[config.mk]
export PLATFORM = sky130hd
export DESIGN_NAME = ac_table_writer
export DESIGN_NICKNAME = d
export VERILOG_FILES = /design/src/rtl/ac_table_pkg.sv /design/src/rtl/ac_table_writer.sv
export SDC_FILE = /design/constraint.sdc
export NUM_CORES = 1
export LEC_CHECK = 0
export BUFFER_PORTS_ARGS = -buffer_cell sky130_fd_sc_hd__buf_2
export CAP_MARGIN = 20
export CORE_MARGIN = 3
export CORE_UTILIZATION = 55
export DETAILED_ROUTE_END_ITERATION = 10
export PLACE_DENSITY = 0.84
export SLEW_MARGIN = 20
export SYNTH_ARGS = -nofsm -noshare
export SYNTH_HDL_FRONTEND = slang
export SYNTH_SLANG_ARGS = --single-unit
export TNS_END_PERCENT = 50
[constraint.sdc]
create_clock -name clk -period 2.5 [get_ports clk]
set_input_delay 0.5 -clock clk [delete_from_list [all_inputs] [get_ports clk]]
set_output_delay 0.5 -clock clk [all_outputs]
set_load 0.1 [all_outputs]
[src/rtl/ac_table_pkg.sv]
// Shared constants and state encoding for the Aho-Corasick table writer.
// The root-state constant is shared with the table reader.
package ac_table_pkg;

    localparam int unsigned DEPTH   = 32;
    localparam int unsigned ADDR_W  = $clog2(DEPTH);
    localparam int unsigned STATE_W = 8;
    localparam int unsigned CHARA_W = 4;

    // Byte position of each field inside a 4-byte record
    localparam int unsigned BYTE_CUR   = 0;
    localparam int unsigned BYTE_CHARA = 1;
    localparam int unsigned BYTE_NEXT  = 2;
    localparam int unsigned BYTE_FAIL  = 3;
    localparam int unsigned REC_BYTES  = 4;

    localparam logic [STATE_W-1:0] ROOT_STATE = '0;

    typedef enum logic [2:0] {
        StIdle,
        StBCur,
        StBChara,
        StBNext,
        StBFail,
        StCommit,
        StFin,
        StBCsum
    } wr_state_e;

endpackage

[src/rtl/ac_table_writer.sv]
// Aho-Corasick table writer: packs a valid/ready byte stream into 4-byte
// records (cur, chara, next, fail) and writes each record into the table RAMs
// with a single strobe. Optional trailer checksum under AC_TABLE_WRITER_CHECKSUM_EN.
module ac_table_writer
    import ac_table_pkg::*;
(
    input  logic               clk,
    input  logic               rst_n,
    input  logic               start,
    input  logic               in_valid,
    output logic               in_ready,
    input  logic [7:0]         in_data,
    input  logic               in_last,
    output logic               we,
    output logic [ADDR_W-1:0]  waddr,
    output logic [STATE_W-1:0] wdata_cur,
    output logic [CHARA_W-1:0] wdata_chara,
    output logic [STATE_W-1:0] wdata_next,
    output logic [STATE_W-1:0] wdata_fail,
    output logic [ADDR_W:0]    entry_count,
    output logic               busy,
    output logic               done,
    output logic               err
);

    localparam logic [ADDR_W:0]   FullCount = (ADDR_W + 1)'(DEPTH);
    localparam logic [ADDR_W-1:0] LastAddr  = ADDR_W'(DEPTH - 1);

    wr_state_e          state_q, state_d;
    logic [STATE_W-1:0] cur_q, next_q, fail_q;
    logic [CHARA_W-1:0] chara_q;
    logic [ADDR_W-1:0]  waddr_q;
    logic [ADDR_W:0]    count_q;
    logic               done_q, err_q, last_q;
    logic               xfer, set_err, set_done, rearm;
`ifdef AC_TABLE_WRITER_CHECKSUM_EN
    logic [7:0]         csum_q;
`endif

    assign xfer = in_valid & in_ready;

    // Output decode from state; the field registers drive the RAM data directly
    always_comb begin
        in_ready = (state_q inside {StBCur, StBChara, StBNext, StBFail, StBCsum});
        we       = (state_q == StCommit);
        busy     = (state_q != StIdle) && (state_q != StFin);
    end

    assign waddr       = waddr_q;
    assign wdata_cur   = cur_q;
    assign wdata_chara = chara_q;
    assign wdata_next  = next_q;
    assign wdata_fail  = fail_q;
    assign entry_count = count_q;
    assign done        = done_q;
    assign err         = err_q;

    // Next-state logic and sticky-flag requests
    always_comb begin
        state_d  = state_q;
        set_err  = 1'b0;
        set_done = 1'b0;
        rearm    = 1'b0;
        unique case (state_q)
            StIdle, StFin: begin
                if (start) begin
                    rearm   = 1'b1;
                    state_d = StBCur;
                end
            end
            StBCur: begin
                if (xfer) begin
                    // Table full or truncated record: abort without writing
                    if (count_q == FullCount || in_last) begin
                        set_err = 1'b1;
                        state_d = StFin;
                    end else begin
                        state_d = StBChara;
                    end
                end
            end
            StBChara: begin
                if (xfer) begin
                    if (in_data[7:CHARA_W] != '0 || in_last) begin
                        set_err = 1'b1;
                        state_d = StFin;
                    end else begin
                        state_d = StBNext;
                    end
                end
            end
            StBNext: begin
                if (xfer) begin
                    if (in_last) begin
                        set_err = 1'b1;
                        state_d = StFin;
                    end else begin
                        state_d = StBFail;
                    end
                end
            end
            StBFail: begin
                if (xfer) state_d = StCommit;
            end
            StCommit: begin
                if (last_q) begin
`ifdef AC_TABLE_WRITER_CHECKSUM_EN
                    state_d = StBCsum;
`else
                    set_done = 1'b1;
                    state_d  = StFin;
`endif
                end else begin
                    state_d = StBCur;
                end
            end
`ifdef AC_TABLE_WRITER_CHECKSUM_EN
            StBCsum: begin
                if (xfer) begin
                    state_d = StFin;
                    if (in_data == csum_q) set_done = 1'b1;
                    else                   set_err  = 1'b1;
                end
            end
`endif
            default: state_d = StIdle;
        endcase
    end

    // State register
    always_ff @(posedge clk or negedge rst_n) begin
        if (!rst_n) state_q <= StIdle;
        else        state_q <= state_d;
    end

    // Record field capture, address/count bookkeeping and sticky status
    always_ff @(posedge clk or negedge rst_n) begin
        if (!rst_n) begin
            cur_q   <= ROOT_STATE;
            chara_q <= '0;
            next_q  <= ROOT_STATE;
            fail_q  <= ROOT_STATE;
            waddr_q <= '0;
            count_q <= '0;
            done_q  <= 1'b0;
            err_q   <= 1'b0;
            last_q  <= 1'b0;
        end else if (rearm) begin
            waddr_q <= '0;
            count_q <= '0;
            done_q  <= 1'b0;
            err_q   <= 1'b0;
            last_q  <= 1'b0;
        end else begin
            if (set_err)  err_q  <= 1'b1;
            if (set_done) done_q <= 1'b1;
            if (xfer && state_q == StBCur)   cur_q   <= in_data[STATE_W-1:0];
            if (xfer && state_q == StBChara) chara_q <= in_data[CHARA_W-1:0];
            if (xfer && state_q == StBNext)  next_q  <= in_data[STATE_W-1:0];
            if (xfer && state_q == StBFail) begin
                fail_q <= in_data[STATE_W-1:0];
                last_q <= in_last;
            end
            if (state_q == StCommit) begin
                count_q <= count_q + 1'b1;
                // Address saturates at the last row; overflow is caught in StBCur
                if (waddr_q != LastAddr) waddr_q <= waddr_q + 1'b1;
            end
        end
    end

`ifdef AC_TABLE_WRITER_CHECKSUM_EN
    // Running XOR of every record byte accepted in this load
    always_ff @(posedge clk or negedge rst_n) begin
        if (!rst_n) begin
            csum_q <= '0;
        end else if (rearm) begin
            csum_q <= '0;
        end else if (xfer && state_q != StBCsum) begin
            csum_q <= csum_q ^ in_data;
        end
    end
`endif

endmodule

==> results.tsv, run 1 <==
metric	value	unit
outcome	completed	
grt_remaining_overflow	0	
postRouteWirelength	4050	um
crit_fanout	14	
syn-mean-instance-area	12.3	um2
final_max_slew_viol_count	0	
layout-drive-gt1-share	45.5	%
clk_skew	9.47	ps
port_buffers	56	
yosys.area.top_type	dfrtp_1	
track_usage	19.5	%
clockBufferDepth	2	
crit_slowest_cell	dfrtp_1	
cts_resized	0	
worst_path_largest_cell_delay	540	ps
crit_path_end_kind	output pin	
postSynthNetCount	181	
layout_min_cycle_time	2370	ps
number_of_antenna_cells_inserted	0	
antenna_found_initial	0	
unrepaired_setup_endpoints_after_global_routing	false	
drtPass1Iterations	4	
worst_slew_margin_rel	64.3	%
floorplan.initialDensity	58.8	%
grt_start_max_net_pins	19	
place_congestion	0.856	
worst_path_arrival_time	1870	ps
first_global_vias	1385	
setup_total_negative_slack	0	ps
setup_cp_type	flop to output pin	
drt-wirelength-per-cell	15.0	um
clock_insertion_delay_at_the_later_pin_of_the_skew_report	290	ps
hpwlAfterDp	3020	um
drt_drc_violations_left	0	
route.detailed.vias_per_inst	5.41	
clock-root-buffer	clkbuf_8	
drt_iter0_markers	160	
finalHoldViolations	0	
synth.yosys.seq_area_share	55.7	%
upper_clock_frequency_limit	0.422	GHz
place_inst	263	
area_growth	21.8	%
routed-via-count	1462	
die_width	66.7	um
nFillCells	270	
synthesis.yosys.warnings	0	
htree_levels	2	
cts-hold-fix-buffers	0	
nets	241	
i_o_pins	57	
drtAntennaViolNets	0	
synth.distinct_cells	34	
max_cap_viol_count	0	
dieArea	0.00444	mm2
cts.reportedPaths.clkPinSlew	80	ps
cts_inserted_buffers	5	
synth.ff_latch_count	45	
instances_no_fill	270	
synth_area_leaders	dfrtp_1 (56%), mux2_2 (16%), nor2_1 (3.3%)	
clkSinkCount	45	
tightestPinTransition	536	ps
clock_tree_from_tritoncts	built	
floorplan.rows	21	
crit_path_start_kind	flop	
dieHeight	66.7	um
netlist_area	0.00202	mm2
synth_largest_type_area_fraction	55.7	%
fin_crit_sh	94.7	%
postCtsSetupRepairBufs	0	
crit_required	2000	ps
synthCells	164	
worstPathCellList	and3b_1 > buf_2	
core_footprint	0.00344	mm2
final-setup-viol-count	0	
min-delay-path-class	input port to async pin	
grt_first_pass_wirelength	6490	um
[area by class of cell]
cell class | instances | area (um2) | area share, %
clock buffers | 5 | 68.8 | 2.79
multi-input cells | 106 | 836 | 33.9
clock inverters | 2 | 35.0 | 1.42
well taps | 46 | 57.6 | 2.34
flip-flops and latches | 45 | 1130 | 45.7
inverters | 4 | 15.0 | 0.609
repair buffers | 62 | 325 | 13.2
[path summary, 6_finish.rpt]
check,from,end,slack [ps],depth (start not counted)
worst max-delay path,state_q[1],we,130,2
worst min-delay path,rst_n,wdata_fail[2],90,1
worst max register to register,waddr[0],waddr[3],640,7
worst min register to register,done,done,500,2
max in group asynchronous,rst_n,wdata_cur[4],1850,2
min in group clk,in_data[3],wdata_chara[3],480,2
[synthesized netlist by cell type]
cell and number:
o211a_1 1, o221ai_1 1, nand4bb_1 1, ha_1 4, mux2i_1 3, nor4_1 1
a21oi_1 6, nor3b_1 1, o21ai_0 4, nand2b_1 1, nand4_1 3, buf_2 5
nor3_1 2, xnor2_1 2, dfrtp_1 45, nor4bb_1 1, and3b_1 2, nor2_1 18
a211oi_1 1, o21ai_1 1, inv_1 4, and4b_1 1, xor2_1 7, nor2b_1 1
clkbuf_1 2, a41oi_1 1, nand2_1 7, mux2_2 29, buf_6 2, and2_1 2
and4bb_1 1, nor2_2 1, nand3_2 1, and3_1 2
[routing by layer]
layer  track usage, %  vias to the layer above  share of wire, %
met5                0                        -                 0
met4             6.60                        0               1.0
met3             4.38                        5               5.5
met2             30.3                       45                49
met1             26.8                      725                45
li1                 -                      687                 -
[placed cells by master, fill, tap and decap left out, drive strengths merged, types with 2 or more instances in the layout]
cell type / synthesis / layout
inv: 4 / 4
a21oi: 6 / 6
nand2: 7 / 7
clkbuf: 2 / 5
ha: 4 / 4
mux2i: 3 / 3
dfrtp: 45 / 45
mux2: 29 / 29
buf: 7 / 62
nor2: 19 / 19
nand4: 3 / 3
nor3: 2 / 2
xnor2: 2 / 2
xor2: 7 / 7
and3b: 2 / 2
o21ai: 5 / 5
and3: 2 / 2
and2: 2 / 2
[worst max-delay path: cells and delay by family (launching register included)]
| kind | cells | cell delay [ps] |
|---|---|---|
| AND/OR/NAND/NOR | 1 | 530 |
| buffers and inverters | 1 | 510 |
| flip-flops | 1 | 540 |
[state kept, by name, summed over array words and instances, names as in the netlist, 3 cells and up]
register     cells
entry_count      6
state_q          3
waddr            5
wdata_chara      4
wdata_cur        8
wdata_fail       8
wdata_next       8
[stage by stage]
step	util, %	area (um2)	setup WS, ps	hold WS, ps
final	71.6	2460	132	92.1
after global placement	68.6	2360	482	418
after floorplan	-	2030	147	204
after detailed placement	68.6	2360	472	420
after CTS	71.6	2460	143	102
after global routing	71.6	2460	31.3	105
[cells by family after synthesis]
| group | share of synthesized area [%] |
|---|---|
| and+or+nand+nor | 12.4 |
| buffers and inverters | 3.46 |
| AOI/OAI and AO/OA | 4.45 |
| adders and majority gates | 2.47 |
| DFF | 55.7 |
| muxes | 17.6 |
| xor gates and xnor gates | 3.90 |
Power of run 1 is left out: the tool's default activity adds up to more than one toggle a clock period on the data nets, which glitch-free logic cannot reach.
==> run 2, diff against run 1 <==
--- a/config.mk
+++ b/config.mk
@@ -7,9 +7,11 @@
 export LEC_CHECK = 0
 export BUFFER_PORTS_ARGS = -buffer_cell sky130_fd_sc_hd__buf_2
 export CAP_MARGIN = 20
-export CORE_MARGIN = 3
+export CORE_MARGIN = 10
 export CORE_UTILIZATION = 55
 export DETAILED_ROUTE_END_ITERATION = 10
+export GPL_ROUTABILITY_DRIVEN = 0
+export GPL_TIMING_DRIVEN = 0
 export PLACE_DENSITY = 0.84
 export SLEW_MARGIN = 20
 export SYNTH_ARGS = -nofsm -noshare
==> run 2 against run 1 <==
- hold slack improved by 270 ps
- wire length rose by 9.9%
- clock skew fell by 1.3 ps
- final cell count rose by 1.5%
- first-iteration DRC count fell by 47%
- die area rose by 46%
- non-clock buffer count rose by 3
- setup slack improved by 190 ps
- global-route usage fell by 5.5 points
- sequential share of layout area barely moved
- utilization barely moved
- largest cell class unchanged
==> results.tsv, run 2 (synthesized netlist as in run 1, its figures left out) <==
metric	value	unit	change
min-delay-path-class	input port to async pin		
floorplan.rows	21		unchanged
crit_required	2000	ps	about the same
clock_tree_from_tritoncts	built		
first_global_vias	1514		+9.3%
crit_fanout	10		-4
seqCellArea	0.00113	mm2	unchanged
worstPathCellList	and3b_1 > buf_2 > nor2_2 > buf_2		
hpwlAfterDp	3380	um	+12%
clock-root-buffer	clkbuf_8		
multi_input_area	830	um2	-0.75%
final-setup-viol-count	0		unchanged
critical_path.most_common_cell	buf_2		
worst_path_largest_cell_delay	460	ps	-80 ps
routed-via-count	1435		-1.8%
cts_resized	0		unchanged
worst_slew_margin_rel	35.4	%	-29 points
postRouteWirelength	4460	um	+9.9%
cts_inserted_buffers	5		unchanged
cts-hold-fix-buffers	0		unchanged
dieHeight	80.7	um	+21%
finalHoldViolations	0		unchanged
area_growth	21.8	%	about the same
clk_skew	8.20	ps	-1.27 ps
layout_min_cycle_time	2180	ps	-189 ps
clockBufferDepth	2		unchanged
worst_path_arrival_time	1680	ps	-190 ps
fin_crit_sh	87.1	%	-7.6 points
nets	244		+1.2%
layout-drive-gt1-share	45.2	%	-0.36 points
crit_path_end_kind	output pin		
leading_cell_type_in_the_layout_fill_and_taps_excluded	buf_2		
i_o_pins	57		unchanged
clock_insertion_delay_at_the_later_pin_of_the_skew_report	290	ps	about the same
number_of_antenna_cells_inserted	0		unchanged
postCtsSetupRepairBufs	0		unchanged
floorplan.initialDensity	58.8	%	unchanged
grt_start_max_net_pins	46		+27
htree_levels	2		unchanged
track_usage	13.9	%	-5.5 points
clkSinkCount	45		unchanged
drtAntennaViolNets	0		unchanged
final_max_slew_viol_count	0		unchanged
mostFrequentLayoutCells	buf_2 (61), dfrtp_1 (45), mux2_2 (29), nor2_1 (17)		
setup_cp_type	flop to output pin		
cts.reportedPaths.clkPinSlew	80	ps	about the same
setup_total_negative_slack	0	ps	unchanged
drt-wirelength-per-cell	16.3	um	+8.3%
upper_clock_frequency_limit	0.459	GHz	+8.7%
dieArea	0.00650	mm2	+46%
max_cap_viol_count	0		unchanged
grt_remaining_overflow	0		unchanged
nFillCells	260		-3.7%
crit_slowest_cell	dfrtp_1		
tightestPinTransition	969	ps	+434 ps
drtPass1Iterations	4		unchanged
port_buffers	56		unchanged
outcome	completed		
route.detailed.vias_per_inst	5.24		-3.3%
drt_drc_violations_left	0		unchanged
grt_first_pass_wirelength	7160	um	+10%
drt_iter0_markers	85		-47%
core_footprint	0.00344	mm2	unchanged
die_width	80.7	um	+21%
crit_path_start_kind	flop		
unrepaired_setup_endpoints_after_global_routing	false		
antenna_found_initial	0		unchanged
[run 2: changes by cell type in the layout (fill, tap and decap cells not counted), sizes merged]
cell / change
clkbuf: +4
bufinv: -1
buf: +1
[run 2: final timing paths]
| path | startpoint | to | slack, ps | cells past startpoint |
|---|---|---|---|---|
| max in group asynchronous | rst_n | wdata_next[4] | 1540 | 1 |
| setup reg to reg | waddr[0] | waddr[3] | 650 | 8 |
| hold reg to reg | done | done | 500 | 2 |
| setup / recovery | state_q[0] | in_ready | 320 | 4 |
| min in group clk | in_data[1] | wdata_chara[1] | 470 | 2 |
| hold / removal | rst_n | state_q[0] | 360 | 1 |
[run 2: per-layer routing]
| layer | track usage [%] | up-vias | part of all wire (%) | wire (um) |
|---|---|---|---|---|
| li1 | - | 692 | - | - |
| met1 | 15.8 | 705 | 41 | 1830 |
| met2 | 23.7 | 33 | 51 | 2270 |
| met3 | 4.90 | 5 | 6.7 | 299 |
| met4 | 4.67 | 0 | 1.4 | 61 |
| met5 | 0 | - | 0 | 0 |
[run 2: through the flow]
step / instances / hold slack, ps / util (%) / cell area (um2) / worst slack [ps]
2_1_floorplan: 164 / 204 / - / 2030 / 147
3_3_place_gp: 266 / 482 / 68.7 / 2360 / 657
3_5_place_dp: 266 / 485 / 68.7 / 2360 / 624
4_1_cts: 274 / 398 / 71.6 / 2460 / 315
5_1_grt: 274 / 435 / 71.6 / 2460 / 245
6_report: 274 / 361 / 71.6 / 2460 / 322
[run 2: layout make-up]
class                           instances  share of cell area (%)
Sequential cell                        45                    45.7
Multi-Input combinational cell        106                    33.7
Timing Repair Buffer                   56                    11.4
Clock buffer                            7                    3.91
Tap cell                               46                    2.34
Buffer                                  9                    2.23
Inverter                                4                   0.609
Clock inverter                          1                   0.203
[run 2: critical path: cells and delay by family (launching register included)]
family,cells,cell delay [ps]
flip-flops,1,460
AND/OR/NAND/NOR,2,310
buffers and inverters,2,620
Power of run 2 is left out for the same reason.
==> run 3, diff against run 2 <==
--- a/config.mk
+++ b/config.mk
@@ -5,14 +5,16 @@
 export SDC_FILE = /design/constraint.sdc
 export NUM_CORES = 1
 export LEC_CHECK = 0
-export BUFFER_PORTS_ARGS = -buffer_cell sky130_fd_sc_hd__buf_2
 export CAP_MARGIN = 20
 export CORE_MARGIN = 10
-export CORE_UTILIZATION = 55
+export CORE_UTILIZATION = 60
+export CTS_CLUSTER_SIZE = 20
 export DETAILED_ROUTE_END_ITERATION = 10
+export DONT_BUFFER_PORTS = 1
 export GPL_ROUTABILITY_DRIVEN = 0
 export GPL_TIMING_DRIVEN = 0
-export PLACE_DENSITY = 0.84
+export PLACE_DENSITY = 0.76
+export SETUP_SLACK_MARGIN = 0.15
 export SLEW_MARGIN = 20
 export SYNTH_ARGS = -nofsm -noshare
 export SYNTH_HDL_FRONTEND = slang
==> run 3 against run 2 <==
- clock-buffer cell count down 2
- sequential share of layout area up 5.7 points
- die area down 6.3%
- critical path depth down 1
- register-to-register slack worse by 410 ps
- highest routed layer unchanged
- flip-flop and latch count unchanged
==> results.tsv, run 3 (synthesized netlist as in run 1, its figures left out) <==
metric	value	unit	change
leading_cell_type_in_the_layout_fill_and_taps_excluded	dfrtp_1		
outcome	completed		
nFillCells	260		unchanged
cts.reportedPaths.clkPinSlew	120	ps	+40 ps
crit_required	2000	ps	about the same
final_max_slew_viol_count	0		unchanged
unrepaired_setup_endpoints_after_global_routing	true		
postRouteWirelength	4430	um	-0.70%
area_growth	8.97	%	
worstPathCellList	xor2_1 > nor2_1 > inv_1		
critPathTopFamily	buffers and inverters		
grt_first_pass_wirelength	7430	um	+3.9%
crit_fanout	6		-4
place_inst	210		-21%
hpwlAfterDp	3290	um	-2.6%
hold_slack	290	ps	-71.6 ps
final-setup-viol-count	0		unchanged
track_usage	15.2	%	+1.2 points
drt_iter0_markers	174		+100%
worst_slew_margin_rel	32.8	%	-2.6 points
crit_path_start_kind	flop		
hold_path_startpoint	in_data[6]		
drt_drc_violations_left	0		unchanged
max_cap_viol_count	0		unchanged
layout-drive-gt1-share	29.5	%	-16 points
number_of_antenna_cells_inserted	0		unchanged
drtAntennaViolNets	0		unchanged
floorplan.initialDensity	61.6	%	+2.8 points
drt-wirelength-per-cell	20.2	um	+24%
instances_no_fill	219		-20%
worst_path_largest_cell_delay	630	ps	+170 ps
tightestPinTransition	1010	ps	+39.2 ps
i_o_pins	57		unchanged
grt_start_max_net_pins	46		unchanged
worst_path_arrival_time	1790	ps	+110 ps
htree_levels	2		unchanged
crit_path_end_kind	output pin		
worstHoldPathCells	1		
die_width	78.1	um	-3.2%
port_buffers	0		-100%
dieArea	0.00609	mm2	-6.3%
critical_path.reg2reg.startpoint	waddr[2]		
core_footprint	0.00328	mm2	-4.6%
mostFrequentLayoutCells	dfrtp_1 (41), mux2_2 (29), nor2_1 (17), xor2_1 (7), nand2_1 (7)		
route.detailed.vias_per_inst	5.91		+13%
reg2reg_setup_slack	240	ps	-410 ps
clkSinkCount	45		unchanged
crit_slowest_cell	inv_1		
clk_skew	9.38	ps	+1.18 ps
finalHoldViolations	0		unchanged
floorplan.rows	21		unchanged
min-delay-path-class	input port to flop		
nets	190		-22%
fin_crit_sh	91.4	%	+4.3 points
cp.buffers_inverters	1		-1
layout_min_cycle_time	2290	ps	+108 ps
routed-via-count	1294		-9.8%
first_global_vias	1377		-9.0%
upper_clock_frequency_limit	0.437	GHz	-4.7%
dieHeight	78.1	um	-3.2%
hold_path_end	wdata_cur[6]		
setup_cp_type	flop to output pin		
drtPass1Iterations	4		unchanged
grt_remaining_overflow	0		unchanged
clockBufferDepth	2		unchanged
clock-root-buffer	clkbuf_4		
antenna_found_initial	0		unchanged
worst_r2r_path_depth	7		-1
clock_insertion_delay_at_the_later_pin_of_the_skew_report	350	ps	+60 ps
finalCoreUtilization	67.1	%	-4.5 points
critical_path.reg2reg.endpoint	waddr[3]		
clock_tree_from_tritoncts	built		
cts_inserted_buffers	5		unchanged
[run 3: through the flow]
stage	worst slack [ps]	instance area (um2)	TNS, ps
2_1_floorplan	147	2030	0
3_3_place_gp	51.6	2080	0
3_5_place_dp	-6.59	2080	-6.59
4_1_cts	148	2200	0
5_1_grt	149	2200	0
6_report	214	2200	0
[run 3: worst max path at each step]
stage	start	end	cells after the start
after floorplan	waddr[0]	waddr[3]	8
after global placement	waddr[0]	waddr[3]	8
after detailed placement	waddr[0]	waddr[3]	8
after CTS	state_q[0]	in_ready	3
after global routing	waddr[2]	waddr[2]	7
final	state_q[2]	busy	3
[run 3: timing repair]
action	in CTS	in global routing
setup endpoints to repair	5	4
hold buffers	2	0
buffers inserted	0	0
resized for setup	4	4
pin swaps	1	1
endpoints found under the hold margin	45	0
[run 3: layout make-up]
type / count / area (um2) / area share [%]
buffer: 9 / 61.3 / 2.78
multi-input combinational: 106 / 835 / 37.9
tap: 46 / 57.6 / 2.61
clock buffer: 5 / 37.5 / 1.70
clock inverter: 2 / 35.0 / 1.59
inverter: 4 / 15.0 / 0.681
sequential: 45 / 1130 / 51.4
timing repair buffer: 2 / 30.0 / 1.36
[run 3: layer usage]
metal  vias to the layer above  share of wire (%)  global-route usage (%)
met2                        49                 52                    24.3
met3                        10                 10                    7.74
li1                        584                  -                       -
met1                       651                 36                    16.6
met5                         -                  0                       0
met4                         0                2.1                    6.63
Power of run 3 is left out for the same reason.
